## config.mk

```make
export PLATFORM = sky130hd
export DESIGN_NAME = vga_fade_output_stage
export DESIGN_NICKNAME = d
export VERILOG_FILES = /design/src/rtl/vga_fade_output_stage.sv
export SDC_FILE = /design/constraint.sdc
export NUM_CORES = 1
export LEC_CHECK = 0
export ABC_AREA = 1
export CAP_MARGIN = 10
export CORE_MARGIN = 5
export CORE_UTILIZATION = 38
export DETAILED_ROUTE_END_ITERATION = 6
export PLACE_DENSITY = 0.71
export SLEW_MARGIN = 0
export SYNTH_ARGS = -nofsm -noshare
export SYNTH_HDL_FRONTEND = slang
export SYNTH_SLANG_ARGS = --single-unit
```

## constraint.sdc

```tcl
create_clock -name clk -period 3.75 [get_ports clk]
set_input_delay 0.5625 -clock clk [delete_from_list [all_inputs] [get_ports clk]]
set_output_delay 0.5625 -clock clk [all_outputs]
set_load 0.005 [all_outputs]
```

## src/rtl/vga_fade_output_stage.sv

```systemverilog
`default_nettype none
// ============================================================================
// Module   : vga_fade_output_stage
// Purpose  : VGA output register stage with frame-synchronous brightness fade.
// Revision : 1.0 - initial release
// ============================================================================
module vga_fade_output_stage #(
    parameter int PIPE            = 2,
    parameter int FRAMES_PER_STEP = 15,
    parameter bit VSYNC_POL       = 1'b0
) (
    input  logic       clk,
    input  logic       rst_n,
    input  logic       hsync_in,
    input  logic       vsync_in,
    input  logic       display_on_in,
    input  logic [5:0] rgb_in,
    input  logic       sleep,
    output logic [7:0] uo_out,
    output logic [2:0] fade_level,
    output logic       frame_tick,
    output logic       busy
);

    localparam logic [1:0] c_ST_FULL     = 2'd0;
    localparam logic [1:0] c_ST_FADE_OUT = 2'd1;
    localparam logic [1:0] c_ST_DARK     = 2'd2;
    localparam logic [1:0] c_ST_FADE_IN  = 2'd3;
    localparam logic [7:0] c_STEP_LAST   = 8'(FRAMES_PER_STEP - 1);
    localparam logic       c_SYNC_IDLE   = !VSYNC_POL;

    function automatic logic [1:0] f_scale(input logic [1:0] c, input logic [2:0] lvl);
        return 2'((5'(c) * 5'(lvl)) >> 2);
    endfunction

    logic       w_vs_active;
    logic       w_frame_start;
    logic       r_vs_active_d;
    logic       r_frame_tick;
    logic [1:0] r_state;
    logic [1:0] w_state_nxt;
    logic [2:0] r_level;
    logic [2:0] w_level_nxt;
    logic [7:0] r_step_cnt;
    logic [7:0] w_step_cnt_nxt;
    logic       w_busy;

    logic [PIPE-1:0] r_hs_dly;
    logic [PIPE-1:0] r_vs_dly;
    logic [5:0]      w_rgb_d;
    logic            w_de_d;
    logic [5:0]      w_col_scaled;
    logic [5:0]      r_col;

    // Previous-active resets high so a vsync level held across reset is not an edge.
    assign w_vs_active   = (vsync_in == VSYNC_POL);
    assign w_frame_start = w_vs_active & ~r_vs_active_d;

    always_ff @(posedge clk) begin
        if (!rst_n) begin
            r_vs_active_d <= 1'b1;
            r_frame_tick  <= 1'b0;
        end else begin
            r_vs_active_d <= w_vs_active;
            r_frame_tick  <= w_frame_start;
        end
    end

    always_ff @(posedge clk) begin
        if (!rst_n) begin
            r_state    <= c_ST_FULL;
            r_level    <= 3'd4;
            r_step_cnt <= 8'd0;
        end else begin
            r_state    <= w_state_nxt;
            r_level    <= w_level_nxt;
            r_step_cnt <= w_step_cnt_nxt;
        end
    end

    always_comb begin
        w_state_nxt    = r_state;
        w_level_nxt    = r_level;
        w_step_cnt_nxt = r_step_cnt;
        case (r_state)
            c_ST_FULL: begin
                if (sleep) begin
                    w_state_nxt    = c_ST_FADE_OUT;
                    w_step_cnt_nxt = 8'd0;
                end
            end
            c_ST_FADE_OUT: begin
                // A reversal at an already saturated level lands directly in the end state.
                if (!sleep) begin
                    w_state_nxt    = (r_level == 3'd4) ? c_ST_FULL : c_ST_FADE_IN;
                    w_step_cnt_nxt = 8'd0;
                end else if (w_frame_start) begin
                    if (r_step_cnt == c_STEP_LAST) begin
                        w_level_nxt    = r_level - 3'd1;
                        w_step_cnt_nxt = 8'd0;
                        if (r_level == 3'd1) w_state_nxt = c_ST_DARK;
                    end else begin
                        w_step_cnt_nxt = r_step_cnt + 8'd1;
                    end
                end
            end
            c_ST_DARK: begin
                if (!sleep) begin
                    w_state_nxt    = c_ST_FADE_IN;
                    w_step_cnt_nxt = 8'd0;
                end
            end
            c_ST_FADE_IN: begin
                if (sleep) begin
                    w_state_nxt    = (r_level == 3'd0) ? c_ST_DARK : c_ST_FADE_OUT;
                    w_step_cnt_nxt = 8'd0;
                end else if (w_frame_start) begin
                    if (r_step_cnt == c_STEP_LAST) begin
                        w_level_nxt    = r_level + 3'd1;
                        w_step_cnt_nxt = 8'd0;
                        if (r_level == 3'd3) w_state_nxt = c_ST_FULL;
                    end else begin
                        w_step_cnt_nxt = r_step_cnt + 8'd1;
                    end
                end
            end
            default: w_state_nxt = c_ST_FULL;
        endcase
    end

    always_comb begin
        w_busy = (r_state == c_ST_FADE_OUT) || (r_state == c_ST_FADE_IN);
    end

    always_ff @(posedge clk) begin
        if (!rst_n) begin
            r_hs_dly <= {PIPE{c_SYNC_IDLE}};
            r_vs_dly <= {PIPE{c_SYNC_IDLE}};
        end else begin
            r_hs_dly[0] <= hsync_in;
            r_vs_dly[0] <= vsync_in;
            for (int i = 1; i < PIPE; i++) begin
                r_hs_dly[i] <= r_hs_dly[i-1];
                r_vs_dly[i] <= r_vs_dly[i-1];
            end
        end
    end

    // Colour runs one stage short so the scaling register lines up with the syncs.
    generate
        if (PIPE > 1) begin : g_rgb_dly
            logic [5:0] r_rgb_dly [PIPE-1];
            logic       r_de_dly  [PIPE-1];
            always_ff @(posedge clk) begin
                if (!rst_n) begin
                    for (int i = 0; i < PIPE - 1; i++) begin
                        r_rgb_dly[i] <= 6'd0;
                        r_de_dly[i]  <= 1'b0;
                    end
                end else begin
                    r_rgb_dly[0] <= rgb_in;
                    r_de_dly[0]  <= display_on_in;
                    for (int i = 1; i < PIPE - 1; i++) begin
                        r_rgb_dly[i] <= r_rgb_dly[i-1];
                        r_de_dly[i]  <= r_de_dly[i-1];
                    end
                end
            end
            assign w_rgb_d = r_rgb_dly[PIPE-2];
            assign w_de_d  = r_de_dly[PIPE-2];
        end else begin : g_rgb_direct
            assign w_rgb_d = rgb_in;
            assign w_de_d  = display_on_in;
        end
    endgenerate

    always_comb begin
        w_col_scaled = {f_scale(w_rgb_d[5:4], r_level),
                        f_scale(w_rgb_d[3:2], r_level),
                        f_scale(w_rgb_d[1:0], r_level)};
    end

    always_ff @(posedge clk) begin
        if (!rst_n) r_col <= 6'd0;
        else        r_col <= w_de_d ? w_col_scaled : 6'd0;
    end

    assign uo_out     = {r_hs_dly[PIPE-1], r_col[0], r_col[2], r_col[4],
                         r_vs_dly[PIPE-1], r_col[1], r_col[3], r_col[5]};
    assign fade_level = r_level;
    assign frame_tick = r_frame_tick;
    assign busy       = w_busy;

endmodule
`default_nettype wire

```

==> impl_metrics.tcl <==
set metrics [dict create \
    status "completed" \
    drt_iter0_markers 38 \
    cts_setup_buffers 0 \
    yosys-top-cells-area "dfxtp_1 39%, nand2_1 11%, ha_1 5.4%, inv_1 5.0%, nor2_1 4.8%" \
    vdd_ir_drop_max_uv 271.1 \
    antenna_found_initial 0 \
    ys_ff_latch 32 \
    syn_inst 210 \
    clock_latency_ns 0.28 \
    fp.dieW_um 75.60 \
    post_drt_via_cell_ratio 4.643 \
    rsz0062_at_grt "false" \
    path_clk_slew_ns 0.06 \
    grtUsageTotal 0.1200 \
    htree_levels 2 \
    hold_viol 0 \
    post-route-period-util 0.5240 \
    grt_pass1_vias 1221 \
    rows 23 \
    cpPeakStageDelay_ns 0.58 \
    crit_buf_inv 1 \
    synth.top_cell.area_share 0.3917 \
    fin_hold_ws_ns 0.4140 \
    tritoncts "yes" \
    finalWorstSetupSlack_ns 1.785 \
    wl_mm 3.032 \
    n_antenna_cell 0 \
    ctsResizeCount 0 \
    crit_path_end_kind "output pin" \
    ios 25 \
    cap_violations 0 \
    gp_congestion 0.8473 \
    met2_usage 0.1985 \
    fmax_ghz 0.5089 \
    cts_buffers 5 \
    crit_required_ns 3.19 \
    grt_util_met1 0.1467 \
    initial_core_util 0.4002 \
    drive_above_1_share 0.1398 \
    dieArea_um2 5715 \
    drc 0 \
    via_count 1328 \
    grtUsageMet3 0.03562 \
    slew_viol_final 0 \
    path_cells "clkdlybuf4s50_1" \
    fin_crit_ns 1.965 \
    syn_area_um2 1635 \
    busiest_layer "met2" \
    dp_cells 278 \
    worst_path_max_delay_cell "clkdlybuf4s50_1" \
    postRouteAntennaNets 0 \
    crit_family "buffers and inverters" \
    core-area_um2 4086 \
    holdBufCountCts 0 \
    pre_cts_ws_ns 1.734 \
    synth_nets 232 \
    grt_overflow_total 0 \
    area_growth_pct 23.26 \
    critical_path.max_fanout 12 \
    finalSetupViolCount 0 \
    wl_per_cell_um 10.60 \
    yosysTopAreaCell "dfxtp_1" \
    clock_skew_ns 0.007523 \
    ys_warn_count 0 \
    p_leak_uw 0.0008343 \
    criticalPathCategory "reg2out" \
    nNetsFinal 257 \
    cp-start-kind "flip-flop" \
    cts_buffer_depth 2 \
    grt_pass1_wl_mm 5.271 \
    grt_max_degree 19 \
    firstDrtPassIters 4 \
    die_h_um 75.60 \
    port_buffers 24 \
    stdcell_count 286 \
    dp_hpwl_mm 2.321 \
    worstMarginPinSlew_ns 0.3812 \
    p_per_area_nw_per_um2 453.9 \
    cts_num_sinks 32 \
    postLayoutCoreUtil 0.4933 \
    synth_cell_types 31 \
    ys_seq_area_frac 0.3917 \
    synth.avg_cell_area_um2 7.787 \
    crit_arrival_ns 1.40 \
    root_buffer "clkbuf_8" \
    hp-class "reg2reg" \
    max_slew_margin 0.7455 \
    setup_tns_ns 0 \
]
[registers in the layout, summed over array words and instances (netlist names)]
signal and count:
fade_level 3, frame_tick 1, g_rgb_dly.r_de_dly 1, r_state 2, r_vs_dly 2, r_step_cnt 8
g_rgb_dly.r_rgb_dly 6, r_hs_dly 2, r_vs_active_d 1, r_col 6
[layer usage]
metal	vias to the layer above	share of wire
li1	707	-
met1	599	0.46
met2	17	0.48
met3	5	0.039
met4	0	0.016
met5	-	0
[where the power goes]
group	switching [uW]	internal (uW)	total (uW)	leakage, uW
sequential	23.8	359	382	0.000262
clock	127	196	323	0.0000541
combinational	126	83.7	209	0.000518
total	276	639	915	0.000834
[Yosys cell counts]
master / count
a21oi_1: 8
a21oi_2: 5
a31oi_1: 1
buf_2: 3
buf_4: 3
clkbuf_1: 1
clkinv_1: 1
dfxtp_1: 32
fa_1: 3
ha_1: 7
inv_1: 22
inv_2: 2
inv_4: 2
nand2_1: 50
nand2_2: 1
nand2_4: 3
nand3_1: 10
nand3_2: 1
nand4_1: 4
nor2_1: 21
nor2_4: 3
nor3_1: 1
o21a_1: 2
o21ai_0: 6
o21ai_1: 4
o21ai_2: 2
o21bai_1: 1
o21bai_2: 1
or2_2: 4
xnor2_1: 4
xor2_1: 2
[worst paths after layout]
check | startpoint | end | slack, ns | depth (start not counted)
setup / recovery | fade_level[2]$_SDFFE_PN1P_ | fade_level[2] | 1.78 | 1
hold / removal | r_vs_dly[0]$_SDFF_PN1_ | r_vs_dly[1]$_SDFF_PN1_ | 0.41 | 1
setup reg to reg | fade_level[2]$_SDFFE_PN1P_ | r_state[1]$_SDFFE_PN0P_ | 2.25 | 8
hold reg to reg | r_vs_dly[0]$_SDFF_PN1_ | r_vs_dly[1]$_SDFF_PN1_ | 0.41 | 1
[logic make-up (layout without fill, tap and decap cells)]
| family | Yosys count | count (layout) | synth area share |
|---|---|---|---|
| buf+inv | 34 | 60 | 0.09028 |
| fa+ha+maj | 10 | 10 | 0.09028 |
| compound gates | 30 | 30 | 0.1171 |
| simple gates | 98 | 98 | 0.2785 |
| flops | 32 | 32 | 0.3917 |
| xor+xnor | 6 | 6 | 0.03213 |
[metrics by stage]
| stage | total power [uW] | instance area [um^2] |
|---|---|---|
| floorplan | 553.3 | 1635 |
| global placement | 598.3 | 1904 |
| detailed placement | 600.2 | 1904 |
| CTS | 927.5 | 2016 |
| global route | 977.5 | 2016 |
| finish | 915.0 | 2016 |
[area by class of cell]
type / instances / area, um^2
well taps: 50 / 62.56
flip-flops and latches: 32 / 640.6
inverters: 27 / 106.4
repair buffers: 25 / 247.7
clock buffers: 5 / 68.82
clock inverters: 3 / 42.54
fillers: 407 / 2071
multi-input cells: 144 / 847.1
[layout by cell type (no fill, tap or decap), drive strengths merged]
cell,count
nor2,24
nor3,1
or2,4
xnor2,4
clkinvlp,1
o21ai,12
bufinv,1
o21bai,2
nand3,11
ha,7
o21a,2
fa,3
a21oi,13
clkinv,2
dfxtp,32
clkbuf,5
nand4,4
buf,1
nand2,54
clkdlybuf4s50,24
inv,26
xor2,2
a31oi,1
(Power assumes the default switching activity.)
